[config.mk]
export PLATFORM = sky130hd
export DESIGN_NAME = palette_arbiter
export DESIGN_NICKNAME = d
export VERILOG_FILES = /design/src/rtl/palette_arbiter.sv
export SDC_FILE = /design/constraint.sdc
export NUM_CORES = 1
export LEC_CHECK = 0
export BUFFER_PORTS_ARGS = -buffer_cell sky130_fd_sc_hd__clkbuf_2
export CAP_MARGIN = 5
export CORE_MARGIN = 5
export CORE_UTILIZATION = 25
export CTS_CLUSTER_DIAMETER = 120
export DETAILED_ROUTE_END_ITERATION = 10
export GPL_TIMING_DRIVEN = 0
export HOLD_SLACK_MARGIN = 0.05
export SLEW_MARGIN = 40
export SYNTH_ARGS = -nofsm -noshare
export SYNTH_HDL_FRONTEND = slang
export SYNTH_SLANG_ARGS = --single-unit
[constraint.sdc]
create_clock -name Clk -period 3 [get_ports Clk]
set_input_delay 0.6 -clock Clk [delete_from_list [all_inputs] [get_ports Clk]]
set_output_delay 0.6 -clock Clk [all_outputs]
set_load 0.02 [all_outputs]
[src/rtl/palette_arbiter.sv]
`default_nettype none
// ============================================================================
// palette_arbiter : round-robin arbiter feeding a shared palette mapper
//                   through a two-stage pipeline with response backpressure
// Revision 1.0
// ============================================================================
module palette_arbiter #(
  parameter int         NUM_REQ         = 4,
  parameter logic [4:0] TRANSPARENT_IDX = 5'h1F,
  parameter logic [4:0] MAX_IDX         = 5'h16
) (
  input  logic                       Clk,
  input  logic                       Reset,
  input  logic [NUM_REQ-1:0]         req,
  input  logic [5*NUM_REQ-1:0]       req_index,
  input  logic                       lookup_en,
  output logic [NUM_REQ-1:0]         gnt,
  output logic [4:0]                 pal_index,
  input  logic [23:0]                pal_rgb,
  output logic                       rsp_valid,
  input  logic                       rsp_ready,
  output logic [$clog2(NUM_REQ)-1:0] rsp_id,
  output logic [23:0]                rsp_rgb,
  output logic                       rsp_transparent,
  output logic                       rsp_err
);

  localparam int ID_W = $clog2(NUM_REQ);

  logic            s1_valid;
  logic [ID_W-1:0] s1_id;
  logic [4:0]      s1_idx;
  logic [ID_W-1:0] rr_ptr;

  logic            s2_load;
  logic            s1_load;
  logic            grant_en;
  logic            found;
  logic [ID_W-1:0] win;
  logic [ID_W-1:0] cand;
  logic [4:0]      win_idx;
  logic            is_transparent;
  logic            is_err;
  logic [23:0]     next_rgb;

  assign s2_load   = !rsp_valid || rsp_ready;
  assign s1_load   = s2_load || !s1_valid;
  assign pal_index = s1_idx;

  // First requesting port at or after rr_ptr, wrapping modulo NUM_REQ
  always_comb begin
    found = 1'b0;
    win   = rr_ptr;
    cand  = rr_ptr;
    for (int k = 0; k < NUM_REQ; k++) begin
      cand = rr_ptr + ID_W'(k);
      if (!found && req[cand]) begin
        found = 1'b1;
        win   = cand;
      end
    end
  end

  // Reset gating keeps gnt low while the block is held in reset
  assign grant_en = lookup_en && s1_load && found && !Reset;
  assign win_idx  = req_index[5*int'(win) +: 5];

  always_comb begin
    gnt = '0;
    if (grant_en) begin
      gnt[win] = 1'b1;
    end
  end

  always_ff @(posedge Clk or posedge Reset) begin
    if (Reset) begin
      s1_valid <= 1'b0;
      s1_id    <= '0;
      s1_idx   <= '0;
      rr_ptr   <= '0;
    end else if (s1_load) begin
      s1_valid <= grant_en;
      if (grant_en) begin
        s1_id  <= win;
        s1_idx <= win_idx;
        rr_ptr <= win + ID_W'(1);
      end
    end
  end

  assign is_transparent = (s1_idx == TRANSPARENT_IDX);
  assign is_err         = !is_transparent && (s1_idx > MAX_IDX);
  assign next_rgb       = (is_transparent || is_err) ? 24'h000000 : pal_rgb;

  always_ff @(posedge Clk or posedge Reset) begin
    if (Reset) begin
      rsp_valid       <= 1'b0;
      rsp_id          <= '0;
      rsp_rgb         <= '0;
      rsp_transparent <= 1'b0;
      rsp_err         <= 1'b0;
    end else if (s2_load) begin
      rsp_valid       <= s1_valid;
      rsp_id          <= s1_id;
      rsp_rgb         <= next_rgb;
      rsp_transparent <= is_transparent;
      rsp_err         <= is_err;
    end
  end

endmodule
`default_nettype wire

# ---- After elaboration in Yosys (flattened, before gate mapping)
# Index checks and enable logic that the tools add are counted.
dict set report totals {
  input_bits 52
  elab_cells 61
  regBits 39
}
dict set report classes {
  n_eq_ne 1
  n_shift 1
  n_mux 19
  mul 1
  magnitude_cmp 7
  n_addsub 4
  reduce_logical 19
}
# op n
set ops {}
lappend ops {{$mux 24} 1}
lappend ops {{$shiftx 20x6->5} 1}
lappend ops {{$lt 2x3->1 const B} 5}
lappend ops {{$mux 1} 9}
lappend ops {{$bmux 1 s2} 4}
lappend ops {{$logic_and 1x1->1} 8}
lappend ops {{$logic_not 1->1} 7}
lappend ops {{$mux 2} 3}
lappend ops {{$eq 5x5->1 const B} 1}
lappend ops {{$gt 5x5->1 const B} 1}
lappend ops {{$mul 3x2->5 const A} 1}
lappend ops {{$add 2x1->2 const B} 2}
lappend ops {{$add 2x2->2 const B} 2}
lappend ops {{$mux 4} 1}
lappend ops {{$logic_or 1x1->1} 3}
lappend ops {{$demux 1 s2} 1}
lappend ops {{$ge 2x1->1 const B} 1}
lappend ops {{$reduce_and 2->1} 1}

# ---- Longest topological paths before layout
# Gate-level depths: netlist of the first run.
dict set report depth {
  word_depth 17
  depth_mapped 7
  mapped_depth_nobuf 5
}

# ---- Worst setup path after synthesis of the first run
# Ideal clock, no wire load.
dict set report synth_path {
  path_kind {input to output}
  startpoint {in Reset}
  endpoint {out gnt[1]}
  arrival_time_ns 2.494
  path_buffers 1
  slack_ns -0.094
  stages 6
  path_cell_list {inv_1 > and3_4 > nand2_2 > or2_1 > buf_6 > nor2_1}
}
dict set report synth_via {
  elab_chain_cells 3
}
# element line_no
set synth_lines {}
lappend synth_lines {{start, declared} 13} ;# input logic Reset,
lappend synth_lines {{$logic_not 1->1 (no line)} -}
lappend synth_lines {{$logic_and 1x1->1} 65} ;# assign grant_en = lookup_en && s1_load && found && !Reset;
lappend synth_lines {{$mux 4} 70} ;# if (grant_en) begin
lappend synth_lines {{end, declared} 17} ;# output logic [NUM_REQ-1:0] gnt,
# No other way between the ends.

# ---- Worst setup path after layout of the first run
dict set report layout_path {
  startpoint {in Reset}
  endpoint {out gnt[2]}
}
# The elaborated chain is that of the path after synthesis.

==> flow_summary_export.csv, run 1 <==
group,metric,value,unit
outcome,status,"completed",
power,irDropWorstVdd,285,uV
clocking,cts_inserted_buffers,5,
clocking,clk_path_buf_depth,2,
worst_hold_path,hp-class,"input port to asynchronous set/reset pin",
yosys,ys_seq_elements,39,
placed_design,placed_area,2260,um^2
global_route,grt_pass1_vias,1483,
worst_setup_path,worstSetupEndpointType,"primary output",
clocking,post_cts_buffers,0,
yosys,synth.area.top_cells,"dfrtp_1 (58%), a22o_1 (12%), mux2i_1 (5.9%)",
route,drt_pre_antenna_iters,4,
yosys,synthesis.nets,195,
sta,rsz0062_at_grt,"false",
die,chipWidth,92.0,um
global_route,grt_overflow_total,0,
die,start_util,25.2,%
yosys,synth_top_area_share,58.0,%
sta,fin_crit,2.77,ns
sta,holdWs,0.299,ns
yosys,synth_top_cell_by_area,"dfrtp_1",
route,drcViolationCount,0,
global_route,grtUsageTotal,10.7,%
global_route,grt_max_degree,24,
cells_and_area,postLayoutCellArea,2370,um^2
cells_and_area,nFillCells,695,
power,leakage,0.00125,uW
sta,slew_headroom,65.3,%
sta,maxSlewViolCount,0,
die,die_h,92.0,um
cells_and_area,antennaDiodeCount,0,
clocking,cts_tree,"done",
sta,tightest_slew,0.520,ns
worst_setup_path,start_kind,"input port",
die,core_area,6680,um^2
yosys,netlist_instances,143,
cells_and_area,fin_nets,292,
worst_setup_path,path_max_fanout,23,
worst_setup_path,critPathRequiredTime,2.40,ns
clocking,cts_resized,0,
route,vias_per_cell,4.47,
sta,fin_skew,0.00489,ns
die,dieArea,8470,um^2
sta,min_period_over_period,92.4,%
route,dr.first_iter.drc_count,15,
global_route,antenna_found_initial,0,
clocking,cts_hold_buf,0,
die,row_count,30,
route,routedWlPerCell,13.3,um
worst_setup_path,r2r-end,"rsp_rgb[10]",
yosys,syn-cell-area,1680,um^2
worst_setup_path,worstSetupPathType,"input port to primary output",
sta,fmax,361,MHz
die,num_io_pins,90,
yosys,avgSynthCellArea,11.8,um^2
job,drv_cap,0,
power,power_density,804,nW/um^2
sta,totalNegativeSetupSlack,0,ns
clocking,clk_latency,0.29,ns
cells_and_area,fin_cells,321,
global_route,grt_pass1_wl,7270,um
placed_design,gp_congestion,0.716,
clocking,htreeDepth,2,
route,vias,1436,
sta,setup_viol,0,
worst_setup_path,r2r_slack,1.14,ns
route,drt_wl_total,4280,um
worst_setup_path,worstPathArrival,2.17,ns
clocking,cts_root_buffer,"clkbuf_8",
worst_setup_path,r2r_start,"rsp_valid",
clocking,path_clk_slew,0.08,ns
clocking,cts_sinks,39,
worst_setup_path,ff2ff_path_depth,5,
yosys,yosysWarnings,0,
placed_design,dp_hpwl,3430,um
sta,hold_viol,0,
yosys,ys_seq_area_share,58.0,%
placed_design,place_inst,313,
yosys,ys_types,30,
placed_design,io_buffers,89,
cells_and_area,drive_gt1_share,44.8,%
route,drtAntennaViolNets,0,
cells_and_area,syn2layout_area_growth,41.0,%
[cell type report]
class,instances,area [um^2],share of cell area [%]
Sequential cell,39,976,41.1
Multi-Input combinational cell,91,646,27.2
Timing Repair Buffer,90,473,19.9
Tap cell,80,100,4.22
Clock buffer,5,68.8,2.90
Buffer,9,46.3,1.95
Clock inverter,3,43.8,1.85
Inverter,4,18.8,0.791
[through the flow]
step	utilization (%)	setup WS [ns]	total power, uW
floorplan	-	0.368	1240
global placement	33.4	-0.158	1480
detailed placement	33.8	0.173	1500
CTS	35.5	0.169	1950
global route	35.5	0.00593	2050
finish	35.5	0.229	1910
[cells by family after synthesis]
family	after synthesis	synth area share, %
AO/OA/AOI/OAI	42	20.1
XOR/XNOR	2	1.04
flip-flops	39	58.0
multiplexers	12	7.29
AND/OR/NAND/NOR	35	9.96
buffers and inverters	13	3.64
[layout by cell type, fill, tap and decap left out, types with 2 or more instances in the layout]
cell | Yosys | final
a21oi_1 | 5 | 5
a22o_1 | 24 | 24
clkbuf_1 | 6 | 6
clkbuf_2 | 0 | 89
clkbuf_8 | 0 | 5
dfrtp_1 | 39 | 39
inv_1 | 4 | 3
mux2_2 | 2 | 2
mux2i_1 | 10 | 10
nand2_1 | 16 | 16
nand2b_1 | 2 | 2
nor2_1 | 6 | 6
nor2b_1 | 3 | 3
o21ai_0 | 3 | 3
o221ai_1 | 6 | 6
[how the worst max path moves through the flow]
| stage | startpoint | endpoint |
|---|---|---|
| final | Reset | gnt[2] |
| after global routing | Reset | gnt[0] |
| after CTS | Reset | gnt[2] |
| after detailed placement | Reset | gnt[2] |
| after global placement | Reset | gnt[2] |
| after floorplan | Reset | gnt[1] |
[cells in the mapped netlist, drive strengths merged]
library cell	instances
a21boi	1
a21oi	5
a22o	24
and2	1
and3	1
buf	3
clkbuf	6
dfrtp	39
inv	4
mux2	2
mux2i	10
nand2	17
nand2b	2
nand3	1
nor2	6
nor2b	3
nor3	1
o21ai	4
o221ai	6
o2bb2ai	1
o31ai	1
or2	2
or4	1
xnor2	1
xor2	1
[critical path, cell delays in order]
cell	delay (ns)
clkbuf_2	0.10
clkinvlp_4	0.37
buf_16	0.32
and3_4	0.19
and2_0	0.14
nand2_1	0.21
nor2_1	0.07
clkbuf_2	0.16
[routing by layer]
metal | track usage, % | share of wire [%] | vias to the layer above
met5 | 0 | 0 | -
met4 | 3.71 | 1.4 | 0
met3 | 3.45 | 7.4 | 5
met2 | 16.9 | 46 | 60
met1 | 13.6 | 45 | 660
li1 | - | - | 711
[flip-flops by register name (all words and copies together) (netlist names)]
register,count
rsp_rgb,24
pal_index,5
rr_ptr,2
rsp_id,2
s1_id,2
rsp_err,1
rsp_transparent,1
rsp_valid,1
s1_valid,1
[power breakdown]
part           total [uW]  switching [uW]  leakage, uW  internal (uW)
Clock                 430             183    0.0000581            247
Sequential            771             100     0.000480            671
Combinational         706             422     0.000717            283
Power figures use the tool's default switching activity.
==> run 2, diff against run 1 <==
--- a/config.mk
+++ b/config.mk
@@ -8,11 +8,12 @@
 export BUFFER_PORTS_ARGS = -buffer_cell sky130_fd_sc_hd__clkbuf_2
 export CAP_MARGIN = 5
 export CORE_MARGIN = 5
-export CORE_UTILIZATION = 25
+export CORE_UTILIZATION = 40
 export CTS_CLUSTER_DIAMETER = 120
 export DETAILED_ROUTE_END_ITERATION = 10
 export GPL_TIMING_DRIVEN = 0
 export HOLD_SLACK_MARGIN = 0.05
+export PLACE_DENSITY = 0.75
 export SLEW_MARGIN = 40
 export SYNTH_ARGS = -nofsm -noshare
 export SYNTH_HDL_FRONTEND = slang
==> constraint.sdc (replaced) <==
create_clock -name Clk -period 2.3 [get_ports Clk]
set_input_delay 0.46 -clock Clk [delete_from_list [all_inputs] [get_ports Clk]]
set_output_delay 0.46 -clock Clk [all_outputs]
set_load 0.02 [all_outputs]
==> run 2 against run 1 <==
Sequential power up 31%. Largest cell class unchanged. Critical path type unchanged. Non-clock buffer count up 1. Global-route usage up 4.3 points. Total power up 32%. Hold slack worse by 0.10 ns.
==> flow_summary_export.csv, run 2 (synthesis gave the netlist of run 1 again) <==
group,metric,value,unit
outcome,status,"completed",
die,num_io_pins,90,
cells_and_area,drive_gt1_share,47.9,%
cells_and_area,largest_reg_flops,24,
route,routedWlPerCell,13.5,um
die,chipWidth,74.9,um
sta,fin_skew,0.00957,ns
die,row_count,23,
placed_design,io_buffers,89,
cells_and_area,mostFrequentLayoutCell,"clkbuf_2",
cells_and_area,top_register,"rsp_rgb",
power,power_density,1050,nW/um^2
cells_and_area,syn2layout_area_growth,41.6,%
placed_design,placed_area,2220,um^2
cells_and_area,antennaDiodeCount,0,
clocking,htreeDepth,2,
clocking,clk_path_buf_depth,2,
global_route,antenna_found_initial,0,
route,drt_pre_antenna_iters,4,
sta,fin_crit,2.24,ns
sta,setup_viol,0,
route,dr.first_iter.drc_count,36,
worst_setup_path,crit_slowest_cell,"or4_1",
route,vias_per_cell,4.82,
clocking,path_clk_slew,0.08,ns
route,vias,1407,
placed_design,gp_congestion,0.818,
sta,tightest_slew,0.480,ns
route,drcViolationCount,0,
die,die_h,74.9,um
global_route,grt_pass1_vias,1435,
power,leakage,0.00127,uW
job,drv_cap,0,
route,drtAntennaViolNets,0,
cells_and_area,final_cell_mix,"clkbuf_2 (87), dfrtp_1 (38), a22o_1 (24)",
global_route,grtUsageTotal,14.9,%
clocking,cts_root_buffer,"clkbuf_8",
cells_and_area,postLayoutCoreUtil,59.2,%
worst_setup_path,crit_chain,"clkbuf_2 -> or4_1 -> and3_4 -> nand2_2 -> or2_1 -> buf_6 -> nor2_1 -> buf_4",
worst_setup_path,r2r_start,"pal_index[1]",
worst_setup_path,worstSetupPathType,"input port to primary output",
worst_setup_path,critPathRequiredTime,1.84,ns
sta,fmax,446,MHz
worst_hold_path,hp-class,"input port to asynchronous set/reset pin",
die,dieArea,5600,um^2
clocking,cts_tree,"done",
clocking,cts_inserted_buffers,5,
sta,slew_headroom,68.0,%
die,start_util,41.8,%
worst_setup_path,max_stage_delay,0.52,ns
clocking,clk_latency,0.28,ns
global_route,grt_overflow_total,0,
worst_setup_path,crit_cells,8,
route,drt_wl_total,3940,um
sta,rsz0062_at_grt,"true",
cells_and_area,postLayoutCellArea,2380,um^2
worst_setup_path,ff2ff_path_depth,5,
sta,maxSlewViolCount,0,
worst_setup_path,crit_family,"simple AND/OR/NAND/NOR gates",
worst_setup_path,path_max_fanout,7,
worst_setup_path,worstSetupEndpointType,"primary output",
die,core_area,4030,um^2
worst_setup_path,r2r_slack,0.53,ns
sta,min_period_over_period,97.5,%
placed_design,dp_hpwl,3180,um
global_route,grt_pass1_wl,6350,um
global_route,grt_max_degree,25,
worst_setup_path,r2r-end,"rsp_rgb[1]",
power,irDropWorstVdd,433,uV
worst_setup_path,worstPathArrival,1.78,ns
worst_setup_path,crit_buf_inv,3,
cells_and_area,fin_nets,293,
clocking,cts_hold_buf,0,
worst_setup_path,start_kind,"input port",
sta,hold_viol,0,
clocking,cts_sinks,39,
[run 2: cell count changes in the layout (fill, tap and decap cells not counted), sizes merged]
cell / change
buf: +4
clkbuf: -3
[run 2: layer usage]
layer  GRT usage [%]  wire (um)  vias up
met3            5.21        467        4
met4            4.55         23        0
met5               0          0        -
met2            21.9       1610       85
met1            20.9       1850      609
li1                -          -      709
[run 2: area by class of cell]
class / count / area (um^2)
clock inverter: 3 / 43.8
sequential: 39 / 977
inverter: 4 / 18.8
multi-input combinational: 91 / 676
fill: 355 / 1650
tap: 50 / 62.6
buffer: 8 / 46.3
clock buffer: 5 / 68.8
timing repair buffer: 92 / 490
[run 2: how the worst max path moves through the flow]
stage / start / endpoint / slack [ns]
2_1_floorplan: Reset / gnt[1] / -0.05
3_3_place_gp: Reset / gnt[2] / -0.51
6_report: req[0] / gnt[1] / 0.06
5_1_grt: rr_ptr[1] / gnt[1] / -0.02
3_5_place_dp: Reset / gnt[3] / -0.17
4_1_cts: rr_ptr[0] / gnt[2] / -0.02
[run 2: power breakdown]
group | internal, uW | switching (uW) | total [uW] | leakage (uW)
logic | 391 | 566 | 957 | 0.000735
clock network | 323 | 223 | 545 | 0.0000581
registers | 877 | 130 | 1010 | 0.000478
total | 1590 | 919 | 2510 | 0.00127
[run 2: timing repair]
action	in CTS	in global routing
endpoints found under the setup margin	4	4
resized for setup	0	11
pin swaps	0	1
setup buffers	1	1
[run 2: worst reg2reg max path: stages, from the launching register on]
cell and delay [ns]:
dfrtp_1 0.41, nand3_1 0.17, nand2b_1 0.08, a21oi_1 0.42, clkbuf_1 0.41, a22o_1 0.21
[run 2: metrics by stage]
stage | cells | worst slack (ns) | power, uW | hold WS (ns) | TNS, ns
floorplan | 143 | -0.0524 | 1610 | 0.437 | -0.105
global placement | 282 | -0.512 | 1930 | 0.446 | -2.51
detailed placement | 283 | -0.166 | 1950 | 0.462 | -0.622
CTS | 292 | -0.0152 | 2510 | 0.193 | -0.0342
global route | 292 | -0.0211 | 2680 | 0.201 | -0.0395
finish | 292 | 0.0584 | 2510 | 0.194 | 0
==> run 3, diff against run 2 <==
==> constraint.sdc (replaced) <==
create_clock -name Clk -period 2.3 [get_ports Clk]
set_input_delay 0 -clock Clk [delete_from_list [all_inputs] [get_ports Clk]]
set_output_delay 0 -clock Clk [all_outputs]
set_load 0.02 [all_outputs]
==> run 3 against run 2 <==
Global-route usage increased by 5.0 points. Highest routed layer unchanged. Largest cell class unchanged. Non-clock buffer count increased by 35. Final area increased by 14%. Final cell count increased by 12%. Via count increased by 17%. Maximum frequency increased by 5.1%. Combinational power increased by 8%. Critical path type is now register to register. Sequential power about the same.
==> flow_summary_export.csv, run 3 (synthesis gave the netlist of run 1 again) <==
group,metric,value,unit
cells_and_area,fin_nets,328,
cells_and_area,mostFrequentLayoutCell,"clkbuf_2",
global_route,grt_pass1_vias,1867,
worst_setup_path,worstSetupPathType,"register to register",
power,leakage,0.00141,uW
power,pwr-share-comb,39.7,%
sta,holdWs,0.0589,ns
placed_design,gp_congestion,0.841,
die,row_count,23,
clocking,cts_inserted_buffers,5,
power,switching_share,36.8,%
global_route,antenna_found_initial,0,
power,power_density,957,nW/um^2
power,internal_power,1640,uW
sta,min_period_over_period,92.7,%
outcome,status,"completed",
sta,tightest_slew,0.492,ns
worst_hold_path,hold_start,"req_index[3]",
global_route,grt_pass1_wl,8490,um
sta,maxSlewViolCount,0,
cells_and_area,largest_reg_flops,24,
cells_and_area,nFillCells,318,
clocking,htreeDepth,2,
route,vias_per_cell,5.02,
clocking,clk_latency,0.28,ns
worst_setup_path,worstSetupEndpointType,"register",
power,seqPwrFrac,39.1,%
route,routedWlPerCell,15.3,um
worst_setup_path,start_kind,"register",
worst_setup_path,r2r_slack,0.17,ns
power,power_switching,954,uW
route,drt_wl_total,5010,um
sta,fin_ws,0.168,ns
placed_design,placed_area,2220,um^2
sta,hold_viol,0,
power,p_total,2590,uW
die,num_io_pins,90,
cells_and_area,final_cell_mix,"clkbuf_2 (89), dfrtp_1 (39), dlygate4sd3_1 (36)",
route,vias,1642,
worst_setup_path,ff2ff_path_depth,7,
clocking,clk_path_buf_depth,2,
die,die_h,74.9,um
cells_and_area,drive_gt1_share,39.4,%
cells_and_area,postLayoutCoreUtil,67.3,%
cells_and_area,postLayoutCellArea,2710,um^2
sta,fin_crit,2.13,ns
worst_setup_path,r2r-end,"pal_index[0]",
cells_and_area,syn2layout_area_growth,61.1,%
sta,fin_skew,0.00703,ns
clocking,cts_tree,"done",
placed_design,io_buffers,89,
cells_and_area,top_register,"rsp_rgb",
die,start_util,41.8,%
clocking,cts_root_buffer,"clkbuf_8",
global_route,grt_max_degree,25,
die,dieArea,5600,um^2
cells_and_area,multi_input_area,662,um^2
cells_and_area,register_area,976,um^2
power,irDropWorstVdd,442,uV
job,drv_cap,0,
clocking,path_clk_slew,0.08,ns
die,chipWidth,74.9,um
sta,rsz0062_at_grt,"false",
sta,slew_headroom,67.2,%
placed_design,dp_hpwl,3260,um
route,dr.first_iter.drc_count,62,
global_route,grt_overflow_total,0,
worst_setup_path,worstPathArrival,2.29,ns
clocking,cts_sinks,39,
worst_setup_path,r2r_start,"rr_ptr[0]",
route,drt_pre_antenna_iters,4,
worst_setup_path,critPathRequiredTime,2.46,ns
route,drtAntennaViolNets,0,
worst_hold_path,hold_depth,3,
worst_hold_path,min_to,"pal_index[3]",
worst_hold_path,hp-class,"input port to register",
die,core_area,4030,um^2
route,drcViolationCount,0,
sta,setup_viol,0,
cells_and_area,antennaDiodeCount,0,
power,clockPowerShare,21.2,%
sta,fmax,469,MHz
placed_design,place_ws,0.533,ns
global_route,grtUsageTotal,19.9,%
worst_setup_path,path_max_fanout,10,
[run 3: cell count changes in the layout (fill, tap and decap cells not counted), moves of 2 or more]
cell and change:
buf_4 -3, clkbuf_2 +2, dlygate4sd3_1 +36, nand2_1 +2, nand2_2 -2
[run 3: how the worst max path moves through the flow]
stage	startpoint	to	slack [ns]	cells past startpoint
floorplan	Reset	gnt[1]	0.41	6
global placement	Reset	gnt[3]	-0.04	8
detailed placement	rsp_valid	rsp_rgb[21]	0.53	5
CTS	rr_ptr[0]	pal_index[0]	0.11	7
global route	Reset	gnt[3]	0.02	10
finish	rr_ptr[0]	pal_index[0]	0.17	7
[run 3: worst max-delay path, stage by stage, from the launching register on]
cell and delay (ns):
dfrtp_1 0.40, nor2b_1 0.17, nor2_1 0.09, o2bb2ai_4 0.25
buf_6 0.20, mux2i_1 0.20, dlygate4sd3_1 0.58, o221ai_1 0.11
[run 3: timing repair]
| item | CTS | global route |
|---|---|---|
| hold endpoints to repair | 67 | 0 |
| hold buffers | 36 | 0 |
| setup endpoints to repair | 0 | 2 |
| buffers inserted | 0 | 0 |
| resized for setup | 0 | 3 |
[run 3: routing by layer]
metal / up-vias / share of wire (%) / GRT usage (%) / routed length, um
met1: 756 / 40 / 22.9 / 2020
met3: 10 / 9.6 / 7.21 / 480
met5: - / 0 / 0 / 0
met4: 0 / 1.8 / 6.52 / 91
li1: 785 / - / - / -
met2: 91 / 48 / 34.4 / 2420
[run 3: through the flow]
stage               std cells  TNS, ns
CTS                       327        0
detailed placement        283        0
global placement          282   -0.109
global route              327        0
finish                    327        0
floorplan                 143        0
[run 3: power by group through the flow]
stage / Clock, uW / Combinational [uW] / Sequential, uW
3_3_place_gp: 0 / 915 / 1020
3_5_place_dp: 0 / 934 / 1020
6_report: 551 / 1030 / 1010
5_1_grt: 596 / 1120 / 1040
4_1_cts: 567 / 1010 / 1010
2_1_floorplan: 0 / 409 / 1210
[run 3: layout make-up]
class / count / area share [%]
Tap cell: 50 / 2.31
Multi-Input combinational cell: 91 / 24.4
Sequential cell: 39 / 36.0
Inverter: 4 / 0.554
Timing Repair Buffer: 126 / 30.7
Buffer: 9 / 1.85
Clock buffer: 5 / 2.54
Clock inverter: 3 / 1.62
